`src/rtl/vx_issue_arbiter.sv`:
```
// Round-robin issue scheduler with per-unit credit tracking and a 1-entry output register.
// Optional performance counters are enabled by defining ISSUE_ARB_PERF_EN.
module vx_issue_arbiter #(
   parameter int unsigned NUM_WARPS = 4,
   parameter int unsigned NUM_UNITS = 6,
   parameter int unsigned EX_BITS   = 3,
   parameter int unsigned CREDITS   = 2,
   localparam int unsigned NW_BITS  = $clog2(NUM_WARPS)
) (
   input  logic                          clk,
   input  logic                          reset,
   input  logic [NUM_WARPS-1:0]          req_valid,
   input  logic [NUM_WARPS*EX_BITS-1:0]  req_ex_type,
   output logic [NUM_WARPS-1:0]          req_ready,
   output logic                          issue_valid,
   output logic [NW_BITS-1:0]            issue_wid,
   output logic [EX_BITS-1:0]            issue_ex_type,
   input  logic                          issue_ready,
   input  logic [NUM_UNITS-1:0]          unit_release,
   output logic [NUM_UNITS-1:0]          credit_avail
`ifdef ISSUE_ARB_PERF_EN
   ,
   output logic [31:0]                   perf_issue_cnt,
   output logic [31:0]                   perf_stall_cnt
`endif
);

   localparam int unsigned CW = $clog2(CREDITS + 1);

   logic [CW-1:0]        credit [1:NUM_UNITS-1];
   logic [NW_BITS-1:0]   rr_ptr;
   logic [EX_BITS-1:0]   wtype [NUM_WARPS];
   logic [NUM_WARPS-1:0] eligible;
   logic                 load;
   logic                 grant;
   logic                 grant_any;
   logic [NW_BITS-1:0]   win;
   logic [NW_BITS-1:0]   idx;
   logic [EX_BITS-1:0]   win_type;
   logic                 unused_rel0;

   // ALU never consumes a credit, so its release bit carries no information
   assign unused_rel0 = unit_release[0];

   always_comb begin
      credit_avail = '1;
      for (int unsigned u = 1; u < NUM_UNITS; u++)
         credit_avail[u] = (credit[u] != '0);
   end

   always_comb begin
      eligible = '0;
      for (int unsigned w = 0; w < NUM_WARPS; w++) begin
         wtype[w]    = req_ex_type[w*EX_BITS +: EX_BITS];
         eligible[w] = req_valid[w] && (32'(wtype[w]) < NUM_UNITS) &&
                       ((wtype[w] == '0) || credit_avail[wtype[w]]);
      end
   end

   assign load = !issue_valid || issue_ready;

   // First eligible warp at or after rr_ptr; index wraps naturally (power-of-2 warps)
   always_comb begin
      grant_any = 1'b0;
      win       = '0;
      idx       = '0;
      for (int unsigned i = 0; i < NUM_WARPS; i++) begin
         idx = rr_ptr + NW_BITS'(i);
         if (!grant_any && eligible[idx]) begin
            grant_any = 1'b1;
            win       = idx;
         end
      end
      win_type  = wtype[win];
      grant     = reset && load && grant_any;
      req_ready = '0;
      if (grant)
         req_ready[win] = 1'b1;
   end

   always_ff @(posedge clk or negedge reset) begin
      if (!reset) begin
         issue_valid   <= 1'b0;
         issue_wid     <= '0;
         issue_ex_type <= '0;
         rr_ptr        <= '0;
      end else if (load) begin
         issue_valid <= grant;
         if (grant) begin
            issue_wid     <= win;
            issue_ex_type <= win_type;
            rr_ptr        <= win + NW_BITS'(1);
         end
      end
   end

   // Simultaneous take and return cancel; a return into a full counter is dropped
   always_ff @(posedge clk or negedge reset) begin
      if (!reset) begin
         for (int unsigned u = 1; u < NUM_UNITS; u++)
            credit[u] <= CW'(CREDITS);
      end else begin
         for (int unsigned u = 1; u < NUM_UNITS; u++) begin
            if (grant && (win_type == EX_BITS'(u)) && !unit_release[u])
               credit[u] <= credit[u] - CW'(1);
            else if (unit_release[u] && !(grant && (win_type == EX_BITS'(u))) &&
                     (credit[u] != CW'(CREDITS)))
               credit[u] <= credit[u] + CW'(1);
         end
      end
   end

`ifdef ISSUE_ARB_PERF_EN
   always_ff @(posedge clk or negedge reset) begin
      if (!reset) begin
         perf_issue_cnt <= '0;
         perf_stall_cnt <= '0;
      end else begin
         if (issue_valid && issue_ready)
            perf_issue_cnt <= perf_issue_cnt + 32'd1;
         if ((|req_valid) && !grant)
            perf_stall_cnt <= perf_stall_cnt + 32'd1;
      end
   end
`else
   // Performance counters not built; arbitration is unaffected.
`endif

`ifndef SYNTHESIS
   always @(posedge clk) begin
      if (reset) begin
         for (int unsigned w = 0; w < NUM_WARPS; w++)
            assert (!(req_valid[w] && (32'(wtype[w]) >= NUM_UNITS)))
               else $warning("vx_issue_arbiter: warp %0d requests unknown unit %0d", w, wtype[w]);
         for (int unsigned u = 1; u < NUM_UNITS; u++)
            assert (!(unit_release[u] && (credit[u] == CW'(CREDITS)) &&
                      !(grant && (win_type == EX_BITS'(u)))))
               else $error("vx_issue_arbiter: credit return to full unit %0d", u);
      end
   end
`endif

endmodule

```
`config.mk`:
```
export PLATFORM = sky130hd
export DESIGN_NAME = vx_issue_arbiter
export DESIGN_NICKNAME = d
export VERILOG_FILES = /design/src/rtl/vx_issue_arbiter.sv
export SDC_FILE = /design/constraint.sdc
export NUM_CORES = 1
export LEC_CHECK = 0
export ABC_AREA = 1
export ABC_CLOCK_PERIOD_IN_PS = 2300
export CORE_ASPECT_RATIO = 0.6
export CORE_MARGIN = 2
export CORE_UTILIZATION = 45
export DETAILED_ROUTE_END_ITERATION = 8
export PLACE_DENSITY = 0.72
export SYNTH_ARGS = -nofsm -noshare
export SYNTH_HDL_FRONTEND = slang
export SYNTH_SLANG_ARGS = --single-unit
```
`constraint.sdc`:
```
create_clock -name clk -period 2.3 [get_ports clk]
set_input_delay 0.46 -clock clk [delete_from_list [all_inputs] [get_ports clk]]
set_output_delay 0.46 -clock clk [all_outputs]
set_load 0.05 [all_outputs]
```
==> out/metrics.cfg <==
[sta]
maxSlewViolCount = 0
rsz0062_at_grt = true
relSlewSlack = 0.6533
worstMarginPinSlew_ps = 518.4
hold_viol_final = 0
fmax_mhz = 349.0
finClkSkew_ps = 0.5297
worst_slack_ps = -565.7
period_needed_ps = 2866
finalSetupViolCount = 18
finalCritPeriodShare = 1.246

[die]
dieArea_sq_um = 4820
io_pins = 41
die_x_um = 88.31
die_h_um = 54.59
core_area_sq_um = 4099
start_util = 0.4683
num_rows = 18

[setup_path]
crit_chain = nor2_4 -> nand2_1 -> nand2_2 -> a21boi_4 -> nand3_2 -> nand3_2 -> nand2_4 -> nand2_4 -> nand2_2 -> nand2_4 -> nand3_4 -> inv_2 -> ha_2 -> inv_2 -> nor2_4 -> buf_12
cp_slowest_cell = dfstp_2
critPathMaxStageDelay_ps = 560
reg2reg_from = credit[0]
r2r_end = credit[4]
critical_path_class = reg -> out
cp.arrival_ps = 2410
crit_required_ps = 1840
path_delay_family = simple AND/OR/NAND/NOR gates
worst-path-max-fanout = 5
worst-r2r-cell-count = 23
r2r_slack_ps = -490
startpoint_type = flip-flop
crit_path_end_kind = output pin
crit_top_cell = nand2_4
crit_buf_inv = 3

[finish]
final_util = 0.7622
drive_above_1_share = 0.4137
area_growth_pct = 62.78
final_area_sq_um = 3124
fin_cells = 454
diodes = 0
nNetsFinal = 424

[placement]
gp_congestion = 0.8806
hpwl_mm = 4.160
place_area_sq_um = 2819
portBuffers = 38
dp_cells = 437

[synth]
syn_nets = 328
postSynthCellCount = 299
synth_most_common_cell = nand2_1
synth_top_family_by_area = simple AND/OR/NAND/NOR gates
synth_cell_types = 31
syn_avg_cell_area_sq_um = 6.419
ys_top_cells_by_area = nand2_1, dfrtp_1, nand3_1, inv_1, dfstp_2
yosys-mux-area-fraction = 0
synth_compound_area_frac = 0.05671
yosysWarnings = 0
yosysSeqAreaShare = 0.2379
synth_area_sq_um = 1919
yosysTopAreaCell = nand2_1
synth_xor_area_frac = 0.009126
synth_edf_count = 0
synthSimpleGateAreaFrac = 0.5561
synth-seq-cells = 18
synth_flop_cell = dfrtp_1
synthTopCellsByCount = nand2_1, inv_1, nand3_1, dfrtp_1, nand3_2
synth_top_area_frac = 0.2151
synth_fa_ha_area_frac = 0.02608
async_flop_share = 1.000

[routing]
wl_met2_mm = 2.399
route.detailed.drc = 0
wl_mm = 5.536
ant_nets = 0
wl_met3_um = 331
dr.pass1.iters = 4
drt_iter0_drc = 99
route.vias.total = 2183
vias_per_cell = 4.808
wl_per_cell_um = 12.19
routed.top_layer = met4
m1WireLength_mm = 2.781

[global_routing]
grt.overflow.total = 0
grt_max_degree = 19
grt_pass1_wl_mm = 9.045
grtUsageTotal = 0.2477
antenna_found_initial = 0
grt_pass1_vias = 1950

[cts]
clockBufferDepth = 2
cts-buffers-inserted = 3
clock-sinks = 18
cts_tree = done
root_buffer = clkbuf_8
holdBufCountCts = 0
clock_latency_ps = 260
clk_pin_slew_worst_paths_ps = 70
htree_levels = 1

[worst_hold_path]
holdPathEnd = issue_ex_type[2]
hold_depth = 2
min-delay-start = issue_ex_type[2]
min_path_type = reg -> reg

[outcome]
outcome = finished with violations
violations = negative setup slack

[flow_run]
maxCapViolCount = 0

-- metal layers --
metal / vias up / global-route usage
met5: - / 0
met4: 0 / 0.03030
met3: 4 / 0.05430
met2: 72 / 0.3822
met1: 976 / 0.3657
li1: 1131 / -
-- worst max-delay path by stage --
stage	start	to	cells past startpoint
global placement	req_ex_type[11]	req_ready[0]	17
finish	credit[7]	req_ready[1]	16
global route	credit[3]	req_ready[3]	16
CTS	credit[7]	req_ready[0]	17
detailed placement	req_ex_type[9]	req_ready[0]	16
floorplan	credit[3]	req_ready[3]	15
-- cell usage in the layout (no fill, tap or decap), types with 8 or more instances in the layout --
master / count
buf_4: 51
clkdlybuf4s50_1: 17
dfrtp_1: 13
dlygate4sd2_1: 12
inv_1: 38
inv_2: 12
nand2_1: 101
nand2_2: 14
nand2_4: 10
nand3_1: 23
nand3_2: 20
nand4_1: 8
nor2_4: 14
-- worst min-delay path, cell delays in order, from the launching register on --
cell     delay [ps]
dfrtp_1         360
nand2_1          60
nand2_1          50
-- stage by stage --
step | setup slack (ps) | setup TNS (ps) | hold WS, ps
floorplan | -188.3 | -944.6 | 164.4
global placement | -747.7 | -12730 | 468.2
detailed placement | -790.1 | -13440 | 481.8
CTS | -544.3 | -7013 | 498.3
global route | -708.2 | -11180 | 538.1
finish | -565.7 | -7530 | 497.8
-- area by class of cell --
cell class                      count  area [sq um]
Clock buffer                        4         55.05
Multi-Input combinational cell    225          1446
Timing Repair Buffer               94         880.8
Inverter                           53         210.2
Sequential cell                    18         456.7
Tap cell                           60         75.07
Fill cell                         306         974.7
-- repair_timing --
item,in CTS,in global routing
pin swaps,28,11
setup buffers,10,4
setup endpoints to repair,22,22
resized for setup,49,13
cloned,0,0
-- registers in the layout, indices dropped and copies added (netlist names) --
| register | count |
|---|---|
| rr_ptr | 2 |
| credit | 10 |
| issue_valid | 1 |
| issue_wid | 2 |
| issue_ex_type | 3 |
-- logic make-up after synthesis --
family	count (synthesis)
simple gates	204
flops	18
xor+xnor	2
fa+ha+maj	4
compound gates	14
buf+inv	56
other cells	1
Power is not shown: default switching activity piles up to over one toggle a cycle in this logic, so the estimate is an artifact.
